==> src/rtl/stuff_serializer.sv <==
// Word-to-bit serializer with HDLC-style zero-bit stuffing, a one-word holding buffer and raw (flag) words.
// Optional stuff-bit statistics counter enabled by defining STUFF_SERIALIZER_STATS_EN.
module stuff_serializer #(
    parameter int unsigned DATA_W    = 8,
    parameter int unsigned STUFF_RUN = 5,
    parameter bit          MSB_FIRST = 1'b1
) (
    input  logic              clk,
    input  logic              reset_n,
    input  logic [DATA_W-1:0] data_in,
    input  logic              strobe,
    input  logic              raw,
    input  logic              use_stuffing,
    output logic              ready,
    output logic              busy,
    output logic              data_out
`ifdef STUFF_SERIALIZER_STATS_EN
    ,
    input  logic              stats_clr,
    output logic [15:0]       stuff_count
`endif
);

    localparam int unsigned CNT_W = $clog2(DATA_W);
    localparam int unsigned RUN_W = 4;
    localparam logic [RUN_W-1:0] RUN_MAX  = RUN_W'(STUFF_RUN);
    localparam logic [CNT_W-1:0] LAST_BIT = CNT_W'(DATA_W - 1);

    typedef enum logic [1:0] {ST_IDLE, ST_SHIFT, ST_TAIL} state_e;

    state_e              state_q, state_d;
    logic [DATA_W-1:0]   hold_q, hold_d;
    logic                hold_valid_q, hold_valid_d;
    logic                hold_stuff_q, hold_stuff_d;
    logic [DATA_W-1:0]   sh_q, sh_d;
    logic                sh_stuff_q, sh_stuff_d;
    logic [CNT_W-1:0]    bit_cnt_q, bit_cnt_d;
    logic [RUN_W-1:0]    run_q, run_d;
    logic                dout_q, dout_d;
    logic                ready_q, busy_q;

    logic                cur_bit;
    logic [DATA_W-1:0]   sh_next;
    logic [RUN_W-1:0]    run_next;
    logic                load;

    // Next-state logic: shifter/FSM first, then the buffer accept (only possible when the buffer is empty)
    always_comb begin
        state_d      = state_q;
        hold_d       = hold_q;
        hold_valid_d = hold_valid_q;
        hold_stuff_d = hold_stuff_q;
        sh_d         = sh_q;
        sh_stuff_d   = sh_stuff_q;
        bit_cnt_d    = bit_cnt_q;
        run_d        = run_q;
        dout_d       = dout_q;
        load         = 1'b0;

        cur_bit  = MSB_FIRST ? sh_q[DATA_W-1] : sh_q[0];
        sh_next  = MSB_FIRST ? {sh_q[DATA_W-2:0], 1'b0} : {1'b0, sh_q[DATA_W-1:1]};
        run_next = (sh_stuff_q && cur_bit) ? RUN_W'(run_q + 1'b1) : '0;

        case (state_q)
            ST_IDLE: begin
                dout_d = 1'b1;
                run_d  = '0;
                if (hold_valid_q) begin
                    load    = 1'b1;
                    state_d = ST_SHIFT;
                end
            end
            ST_SHIFT: begin
                if (run_q == RUN_MAX) begin
                    dout_d = 1'b0;
                    run_d  = '0;
                end else begin
                    dout_d    = cur_bit;
                    sh_d      = sh_next;
                    bit_cnt_d = CNT_W'(bit_cnt_q + 1'b1);
                    run_d     = run_next;
                    if (bit_cnt_q == LAST_BIT) begin
                        if (hold_valid_q) begin
                            load = 1'b1;
                        end else if (run_next == RUN_MAX) begin
                            state_d = ST_TAIL;
                        end else begin
                            state_d = ST_IDLE;
                        end
                    end
                end
            end
            ST_TAIL: begin
                dout_d = 1'b0;
                run_d  = '0;
                if (hold_valid_q) begin
                    load    = 1'b1;
                    state_d = ST_SHIFT;
                end else begin
                    state_d = ST_IDLE;
                end
            end
            default: state_d = ST_IDLE;
        endcase

        if (load) begin
            sh_d         = hold_q;
            sh_stuff_d   = hold_stuff_q;
            bit_cnt_d    = '0;
            hold_valid_d = 1'b0;
        end

        if (strobe && !hold_valid_q) begin
            hold_d       = data_in;
            hold_stuff_d = use_stuffing && !raw;
            hold_valid_d = 1'b1;
        end
    end

    always_ff @(negedge clk or negedge reset_n) begin
        if (!reset_n) begin
            state_q      <= ST_IDLE;
            hold_q       <= '0;
            hold_valid_q <= 1'b0;
            hold_stuff_q <= 1'b0;
            sh_q         <= '0;
            sh_stuff_q   <= 1'b0;
            bit_cnt_q    <= '0;
            run_q        <= '0;
            dout_q       <= 1'b1;
            ready_q      <= 1'b1;
            busy_q       <= 1'b0;
        end else begin
            state_q      <= state_d;
            hold_q       <= hold_d;
            hold_valid_q <= hold_valid_d;
            hold_stuff_q <= hold_stuff_d;
            sh_q         <= sh_d;
            sh_stuff_q   <= sh_stuff_d;
            bit_cnt_q    <= bit_cnt_d;
            run_q        <= run_d;
            dout_q       <= dout_d;
            ready_q      <= !hold_valid_d;
            busy_q       <= (state_d != ST_IDLE);
        end
    end

    assign ready    = ready_q;
    assign busy     = busy_q;
    assign data_out = dout_q;

`ifdef STUFF_SERIALIZER_STATS_EN
    logic [15:0] stuff_cnt_q;

    // Count every inserted stuff zero (mid-word and trailing); clear beats increment
    always_ff @(negedge clk or negedge reset_n) begin
        if (!reset_n) begin
            stuff_cnt_q <= '0;
        end else if (stats_clr) begin
            stuff_cnt_q <= '0;
        end else if (((state_q == ST_SHIFT) && (run_q == RUN_MAX)) || (state_q == ST_TAIL)) begin
            if (stuff_cnt_q != 16'hFFFF) begin
                stuff_cnt_q <= 16'(stuff_cnt_q + 1'b1);
            end
        end
    end

    assign stuff_count = stuff_cnt_q;
`endif

endmodule

==> config.mk <==
export PLATFORM = sky130hd
export DESIGN_NAME = stuff_serializer
export DESIGN_NICKNAME = d
export VERILOG_FILES = /design/src/rtl/stuff_serializer.sv
export SDC_FILE = /design/constraint.sdc
export NUM_CORES = 1
export LEC_CHECK = 0
export BUFFER_PORTS_ARGS = -buffer_cell sky130_fd_sc_hd__buf_2
export CAP_MARGIN = 0
export CORE_UTILIZATION = 29
export CTS_CLUSTER_DIAMETER = 150
export DETAILED_ROUTE_END_ITERATION = 6
export HOLD_SLACK_MARGIN = 0.12
export SLEW_MARGIN = 20
export SYNTH_ARGS = -nofsm -noshare
export SYNTH_HDL_FRONTEND = slang
export SYNTH_SLANG_ARGS = --single-unit
==> constraint.sdc <==
create_clock -name clk -period 2.97 [get_ports clk]
set_input_delay 0.1485 -clock clk [delete_from_list [all_inputs] [get_ports clk]]
set_output_delay 0.1485 -clock clk [all_outputs]
set_load 0.01 [all_outputs]
; ---- Word level (Yosys, flattened, before mapping)
; Index checks and enable logic that the tools add are counted.
[word_totals]
ff_bits = 31
inputBits = 13
[classes]
n_eq_ne = 6
muxes = 24
n_addsub = 2
reduce_logical = 13
[op_table]
columns = op, n
row1 = $mux W8, 3
row2 = $mux W2, 5
row3 = $mux W3, 3
row4 = $eq A4 B3 Y1 const B, 2
row5 = $mux W4, 2
row6 = $pmux W4 S2, 1
row7 = $mux W1, 7
row8 = $pmux W2 S3, 1
row9 = $reduce_bool A2 Y1, 3
row10 = $add A4 B1 Y4 const B, 1
row11 = $add A3 B1 Y3 const B, 1
row12 = $eq A3 B3 Y1 const B, 1
row13 = $logic_and A1 B1 Y1, 3
row14 = $logic_not A1 Y1, 3
row15 = $pmux W1 S3, 1
row16 = $reduce_bool A3 Y1, 1
row17 = $eq A2 B1 Y1 const B, 1
row18 = $eq A2 B2 Y1 const B, 1
row19 = $logic_not A2 Y1, 1
row20 = $ne A2 B2 Y1 const B, 1
row21 = $pmux W1 S2, 1
row22 = $reduce_and A2 Y1, 1
row23 = $reduce_or A2 Y1, 1

; ---- Depth between registers and ports, before layout
; Gate-level depths: netlist (run 1).
[depth]
ltp_word = 9
ltp_mapped = 7
depth_no_buf = 6

==> results of run 1 <==
power breakdown:
part,switching [mW],internal [mW]
logic,0.227,0.221
clock network,0.160,0.167
registers,0.108,0.613
total,0.494,1.00
logic make-up (layout without fill, tap and decap cells):
logic type | after synthesis | count (layout) | share of synthesized area
AO/OA/AOI/OAI | 27 | 27 | 0.113
AND/OR/NAND/NOR | 37 | 37 | 0.140
multiplexers | 15 | 15 | 0.114
buffers and inverters | 10 | 32 | 0.0328
flip-flops | 31 | 31 | 0.552
adder cells (fa/ha/maj) | 4 | 4 | 0.0355
XOR/XNOR | 2 | 2 | 0.0124
flip-flops by register name (all words and copies together) (netlist names), 2 cells and up:
name,flops
bit_cnt_q,3
hold_q,8
run_q,4
sh_q,8
state_q,2
path summary, 6_finish.rpt:
kind                       slack, ps  cells after the start                   start                     end
hold reg to reg                  450                      2  sh_stuff_q$_DFFE_NN0P_  sh_stuff_q$_DFFE_NN0P_
max in group asynchronous       1230                      1                 reset_n    data_out$_DFFE_NN1N_
setup reg to reg                1050                      6    run_q[1]$_DFFE_NN0N_    run_q[2]$_DFFE_NN0N_
hold / removal                   450                      2  sh_stuff_q$_DFFE_NN0P_  sh_stuff_q$_DFFE_NN0P_
min in group asynchronous       1260                      1                 reset_n    run_q[0]$_DFFE_NN0N_
setup / recovery                 360                      1    data_out$_DFFE_NN1N_                data_out
metal layers:
| metal | wire [microns] | part of all wire | vias up | GRT usage |
|---|---|---|---|---|
| li1 | - | - | 486 | - |
| met1 | 1220 | 0.46 | 461 | 0.158 |
| met2 | 1240 | 0.47 | 21 | 0.200 |
| met3 | 125 | 0.047 | 7 | 0.0380 |
| met4 | 61 | 0.023 | 0 | 0.0654 |
| met5 | 0 | 0 | - | 0 |
placed cells by master, fill, tap and decap left out, types with 3 or more instances in the layout:
cell type  synthesis  routed
o21ai_0            4       4
mux2_2             8       8
or3_1              3       3
ha_1               4       4
dfrtn_1           29      29
inv_1              6       7
mux2i_1            7       7
nand3_1            5       5
clkbuf_8           0       5
a21oi_1           14      14
nand2_1            7       7
nor2_1             8       8
buf_2              1      15
final cells by class:
cell class                      count  area (sq um)  area share
Inverter                            5          18.8      0.0115
Clock inverter                      3          12.5     0.00770
Tap cell                           52          65.1      0.0400
Multi-Input combinational cell     85           584       0.360
Sequential cell                    31           778       0.479
Clock buffer                        7          76.3      0.0470
Timing Repair Buffer               17          90.1      0.0554
metrics by stage:
step | total power [mW] | hold WS, ps | utilization
3_5_place_dp | 1.19 | 456 | 0.342
4_1_cts | 1.52 | 456 | 0.361
5_1_grt | 1.63 | 479 | 0.361
2_1_floorplan | 1.06 | 423 | -
6_report | 1.49 | 447 | 0.361
3_3_place_gp | 1.16 | 445 | 0.342
==> impl_metrics.tcl, run 1 <==
set metrics [dict create \
    portBuffers 15 \
    synth_common_cells "dfrtn_1 (29), a21oi_1 (14), mux2_2 (8), nor2_1 (8)" \
    clkTransAtPathRegs_ps 40 \
    dp_slack_ps 419 \
    fin_ws_ps 364 \
    synth_top_cell_by_area "dfrtn_1" \
    avgSynthCellArea_sq_um 11.2 \
    via_count 975 \
    cts_htree_levels 2 \
    synthArstFlopShare 1.00 \
    grt_use_total 0.127 \
    drive_gt1_frac 0.223 \
    start_kind "flip-flop" \
    critical-path-max-stage-delay_ps 520 \
    hold_path.class "flip-flop to flip-flop" \
    hpwl_mm 1.84 \
    initial_utilization 0.313 \
    drc 0 \
    antenna_left 0 \
    overflow 0 \
    drt-initial-drc-count 94 \
    worstMarginPinSlew_ps 673 \
    worstSetupEndpointType "output pin" \
    worstPathRequired_ps 2820 \
    post_dp_cell_area_sq_um 1540 \
    syn_to_final_growth_pct 15.4 \
    coreArea_sq_um 4500 \
    grt_antenna_before_repair 0 \
    grt_pass1_vias 1017 \
    synthFlopType "dfrtn_1" \
    place_congestion 0.769 \
    cp_num_buf_inv 1 \
    rsz0062_at_grt "no" \
    die_h_microns 71.7 \
    cp_top_family "flip-flops" \
    grt_pass1_wl_mm 4.82 \
    synth_top_area_frac 0.515 \
    synth_cell_types 35 \
    root_buffer "clkbuf_8" \
    power_leakage_nw 0.721 \
    vdd_ir_drop_max_v 0.000382 \
    fill_cells 468 \
    tns_ps 0 \
    avgViaCountPerCell 4.88 \
    ys_seq_area_frac 0.552 \
    row_count 24 \
    die_w_microns 71.7 \
    clk_latency_ps 340 \
    slew_headroom 0.551 \
    dieArea_sq_um 5140 \
    drv_slew 0 \
    dp.cells 191 \
    skew_ps 47.2 \
    ios 16 \
    cts_tree "done" \
    numCtsBuffers 5 \
    path_class "flip-flop to output pin" \
    synth-edff-count 0 \
    yosys.cell_count.top_type "dfrtn_1" \
    cts.repair.resized 0 \
    antenna_cells 0 \
    crit_path_max_fanout 2 \
    post_cts_buffers 0 \
    dr.pass1.iters 4 \
    worstPathArrival_ps 2460 \
    final_cell_count_no_fill 200 \
    drt_wl_total_mm 2.64 \
    synth-seq-cells 31 \
    outcome "completed" \
    clock-sinks 31 \
    crit_slowest_cell "dfstp_2" \
    path_cells "buf_2" \
    cap_viol_max_count 0 \
    setup_violations 0 \
    ys_top_cells_by_area "dfrtn_1 (52%), mux2_2 (6.4%), a21oi_1 (5.0%)" \
    synth_nets 143 \
    yosysWarnings 0 \
    cts.path.max_buffers 2 \
    hold_buffers 0 \
    hold_viol 0 \
    grt_max_degree 32 \
    stdcell_area_sq_um 1630 \
    power.density_nw_per_um2 920 \
    wl_per_cell_microns 13.2 \
    syn-instance-count 126 \
    synth.cell_area_sq_um 1410 \
    nNetsFinal 164 \
]
Note: power is estimated with default switching activity, not from simulation.
==> run 2: changes to the inputs <==
--- a/config.mk
+++ b/config.mk
@@ -11,6 +11,7 @@
 export CTS_CLUSTER_DIAMETER = 150
 export DETAILED_ROUTE_END_ITERATION = 6
 export HOLD_SLACK_MARGIN = 0.12
+export REMOVE_ABC_BUFFERS = 1
 export SLEW_MARGIN = 20
 export SYNTH_ARGS = -nofsm -noshare
 export SYNTH_HDL_FRONTEND = slang
==> run 2 against run 1 <==
  * Critical path depth stayed put
  * Wire length is 1.9% lower
  * Critical endpoint unchanged
  * Worst setup slack hardly changed
  * Largest cell class unchanged
  * Via count increased by 1.1%
  * Sequential share of layout area stayed put
  * Non-clock buffer count is the same
==> impl_metrics.tcl, run 2 (same netlist as run 1, synthesis figures left out) <==
set metrics [dict create \
    outcome "completed" \
    cp_num_buf_inv 1 \
    clock-sinks 31 \
    cts.repair.resized 0 \
    portBuffers 15 \
    setup_violations 0 \
    tns_ps 0 \
    wl_per_cell_microns 13.0 \
    skew_ps 49.6 \
    slew_headroom 0.551 \
    power.density_nw_per_um2 919 \
    r2r_cells 5 \
    drv_slew 0 \
    die_h_microns 71.7 \
    drive_gt1_frac 0.223 \
    root_buffer "clkbuf_8" \
    numCtsBuffers 5 \
    path_class "flip-flop to output pin" \
    crit_slowest_cell "dfstp_2" \
    cp_top_family "flip-flops" \
    antenna_left 0 \
    min_to "hold_q[5]$_DFFE_NN0P_" \
    avgViaCountPerCell 4.93 \
    hold_path_startpoint "hold_q[5]$_DFFE_NN0P_" \
    hold_viol 0 \
    coreArea_sq_um 4500 \
    crit_path_max_fanout 2 \
    worstPathArrival_ps 2460 \
    die_w_microns 71.7 \
    hold_buffers 0 \
    power_leakage_nw 0.725 \
    place_congestion 0.841 \
    top_regs "hold_q: 8 flops, sh_q: 8 flops, run_q: 4 flops" \
    post_cts_buffers 0 \
    stdcell_area_sq_um 1630 \
    grt_max_degree 32 \
    finalPower_mw 1.49 \
    clk_latency_ps 340 \
    grt_pass1_vias 1003 \
    via_count 986 \
    r2r_setup_slack_ps 1090 \
    path_cells "buf_2" \
    start_kind "flip-flop" \
    dieArea_sq_um 5140 \
    clkTransAtPathRegs_ps 40 \
    syn_to_final_growth_pct 15.4 \
    drc 0 \
    final_common_cell "dfrtn_1" \
    worstSetupEndpointType "output pin" \
    cts_tree "done" \
    grt_pass1_wl_mm 4.60 \
    cap_viol_max_count 0 \
    antenna_cells 0 \
    hpwl_mm 1.81 \
    initial_utilization 0.313 \
    grt_antenna_before_repair 0 \
    drt_wl_total_mm 2.59 \
    worstMarginPinSlew_ps 673 \
    worstPathRequired_ps 2820 \
    drt-initial-drc-count 53 \
    overflow 0 \
    dr.pass1.iters 4 \
    post_dp_cell_area_sq_um 1540 \
    critical-path-max-stage-delay_ps 520 \
    row_count 24 \
    holdPathStages 1 \
    grt_use_total 0.119 \
    hold_path.class "flip-flop to flip-flop" \
    cts_htree_levels 2 \
    cts.path.max_buffers 2 \
    vdd_ir_drop_max_v 0.000402 \
    layout_common_cells "dfrtn_1 (29), buf_2 (15), a21oi_1 (14), mux2_2 (8), nor2_1 (8)" \
    rr_startpoint "run_q[0]$_DFFE_NN0N_" \
    rsz0062_at_grt "no" \
    worst_r2r_endpoint "sh_q[2]$_DFFE_NN0P_" \
    final_core_util 0.361 \
    ios 16 \
    nNetsFinal 164 \
]
## run 2: power breakdown
group | total (mW) | internal, mW | switching [mW]
logic | 0.448 | 0.222 | 0.226
clock network | 0.321 | 0.168 | 0.154
registers | 0.724 | 0.613 | 0.111
total | 1.49 | 1.00 | 0.491
## run 2: worst max path at each step
stage,startpoint,to,depth (start not counted)
detailed placement,strobe,hold_q[0]$_DFFE_NN0P_,4
CTS,data_out$_DFFE_NN1N_,data_out,1
global placement,strobe,hold_q[3]$_DFFE_NN0P_,4
floorplan,strobe,hold_q[0]$_DFFE_NN0P_,2
global route,data_out$_DFFE_NN1N_,data_out,1
finish,data_out$_DFFE_NN1N_,data_out,1
## run 2: layer usage
layer / global-route usage / up-vias / wire length (microns) / share of wire
li1: - / 485 / - / -
met1: 0.139 / 479 / 1220 / 0.47
met2: 0.196 / 16 / 1200 / 0.46
met3: 0.0506 / 6 / 132 / 0.051
met4: 0.0392 / 0 / 39 / 0.015
met5: 0 / - / 0 / 0
## run 2: area by class of cell
cell class                      count  area (sq um)
Fill cell                         476          2880
Sequential cell                    31           778
Multi-Input combinational cell     85           584
Timing Repair Buffer               17          90.1
Clock buffer                        7          76.3
Tap cell                           52          65.1
Inverter                            5          18.8
Clock inverter                      3          12.5
## run 2: through the flow
step                      cells  worst slack (ps)  hold WS, ps
after CTS                   200               348          459
final                       200               364          457
after floorplan             122               275          425
after detailed placement    191               422          457
after global placement      191               437          447
after global routing        200               325          483
==> run 3: changes to the inputs <==
--- a/config.mk
+++ b/config.mk
@@ -8,6 +8,7 @@
 export BUFFER_PORTS_ARGS = -buffer_cell sky130_fd_sc_hd__buf_2
 export CAP_MARGIN = 0
 export CORE_UTILIZATION = 29
+export CTS_BUF_LIST = sky130_fd_sc_hd__clkbuf_8
 export CTS_CLUSTER_DIAMETER = 150
 export DETAILED_ROUTE_END_ITERATION = 6
 export HOLD_SLACK_MARGIN = 0.12
==> run 3 against run 2 <==
  * Worst setup slack barely moved
  * Final cell count did not move
  * Via count did not move
  * Count of clock-buffer cells in the layout fell by 2
  * Clock skew barely moved
  * Clock power fell by 2%
  * Sequential power barely moved
  * Utilization did not move
  * Sequential cell count did not move
  * Global-route usage did not move
==> impl_metrics.tcl, run 3 (same netlist as run 1, synthesis figures left out) <==
set metrics [dict create \
    skew_ps 49.9 \
    top_regs "hold_q: 8 flops, sh_q: 8 flops, run_q: 4 flops" \
    grt_use_total 0.119 \
    cp_num_buf_inv 1 \
    worstPathArrival_ps 2460 \
    drive_gt1_frac 0.223 \
    root_buffer "clkbuf_8" \
    final_common_cell "dfrtn_1" \
    hold_viol 0 \
    dr.pass1.iters 4 \
    worstSetupEndpointType "output pin" \
    vdd_ir_drop_max_v 0.000404 \
    path_cells "buf_2" \
    post_cts_buffers 0 \
    wl_per_cell_microns 13.0 \
    via_count 986 \
    syn_to_final_growth_pct 15.4 \
    hold_path.class "flip-flop to flip-flop" \
    grt_busiest_layer "met2" \
    r2r_setup_slack_ps 1090 \
    multi_input_area_sq_um 584 \
    die_h_microns 71.7 \
    rr_startpoint "run_q[0]$_DFFE_NN0N_" \
    critical-path-max-stage-delay_ps 520 \
    dieArea_sq_um 5140 \
    grt_antenna_before_repair 0 \
    min_to "hold_q[5]$_DFFE_NN0P_" \
    power_leakage_nw 0.733 \
    grt_use_met1 0.139 \
    slew_headroom 0.551 \
    nNetsFinal 164 \
    cts_htree_levels 2 \
    grt_max_degree 32 \
    grt_pass1_vias 1004 \
    r2r_cells 5 \
    tns_ps 0 \
    cap_viol_max_count 0 \
    start_kind "flip-flop" \
    ios 16 \
    crit_slowest_cell "dfstp_2" \
    final_cell_count_no_fill 200 \
    hpwl_mm 1.81 \
    dp.cells 191 \
    antenna_cells 0 \
    cts.repair.resized 0 \
    layout_common_cells "dfrtn_1 (29), buf_2 (15), a21oi_1 (14), inv_1 (9)" \
    grt_use_met3 0.0506 \
    holdWs_ps 457 \
    final_core_util 0.361 \
    power.density_nw_per_um2 915 \
    overflow 0 \
    initial_utilization 0.313 \
    setup_violations 0 \
    rsz0062_at_grt "no" \
    grt_pass1_wl_mm 4.60 \
    antenna_left 0 \
    avgViaCountPerCell 4.93 \
    drt_wl_total_mm 2.59 \
    outcome "completed" \
    drc 0 \
    fill_cells 476 \
    worst_r2r_endpoint "sh_q[2]$_DFFE_NN0P_" \
    cp_top_family "flip-flops" \
    place_congestion 0.841 \
    drv_slew 0 \
    portBuffers 15 \
    die_w_microns 71.7 \
    clkTransAtPathRegs_ps 40 \
    path_class "flip-flop to output pin" \
    drt-initial-drc-count 48 \
    clock-sinks 31 \
    crit_path_max_fanout 2 \
    cts.path.max_buffers 2 \
    cts_tree "done" \
    hold_buffers 0 \
    worstPathRequired_ps 2820 \
    numCtsBuffers 5 \
    holdPathStages 1 \
    seqCellArea_sq_um 778 \
    coreArea_sq_um 4500 \
    gr-usage-met2 0.196 \
    hold_path_startpoint "hold_q[5]$_DFFE_NN0P_" \
    clk_latency_ps 340 \
    row_count 24 \
    worstMarginPinSlew_ps 673 \
]
run 3: cell count changes in the layout (fill, tap and decap cells not counted), sizes merged:
cell	before	now
clkbuf	7	5
inv	7	9
run 3: how the worst max path moves through the flow:
stage	cells past startpoint	slack [ps]	startpoint	end
floorplan	2	280	strobe	hold_q[0]$_DFFE_NN0P_
global placement	4	440	strobe	hold_q[3]$_DFFE_NN0P_
detailed placement	4	420	strobe	hold_q[0]$_DFFE_NN0P_
CTS	1	350	data_out$_DFFE_NN1N_	data_out
global route	1	320	data_out$_DFFE_NN1N_	data_out
finish	1	360	data_out$_DFFE_NN1N_	data_out
run 3: area by class of cell:
type	count	area share
sequential	31	0.479
tap	52	0.0400
multi-input combinational	85	0.360
clock inverter	5	0.0123
clock buffer	5	0.0423
timing repair buffer	17	0.0554
inverter	5	0.0115
run 3: power by group:
group	leakage (nW)	internal, mW	total [mW]	switching, mW
Sequential	0.378	0.613	0.724	0.111
Clock	0.0612	0.161	0.315	0.155
Combinational	0.294	0.222	0.448	0.226
Total	0.733	0.996	1.49	0.492
run 3: layer usage:
| metal | wire [microns] | up-vias | share of wire |
|---|---|---|---|
| li1 | - | 485 | - |
| met3 | 132 | 6 | 0.051 |
| met5 | 0 | - | 0 |
| met2 | 1200 | 16 | 0.46 |
| met4 | 39 | 0 | 0.015 |
| met1 | 1220 | 479 | 0.47 |
run 3: metrics by stage:
| stage | area [sq um] | total power, mW | setup slack, ps |
|---|---|---|---|
| floorplan | 1390 | 1.04 | 275 |
| global placement | 1540 | 1.16 | 437 |
| detailed placement | 1540 | 1.19 | 422 |
| CTS | 1630 | 1.51 | 348 |
| global route | 1630 | 1.61 | 325 |
| finish | 1630 | 1.49 | 363 |
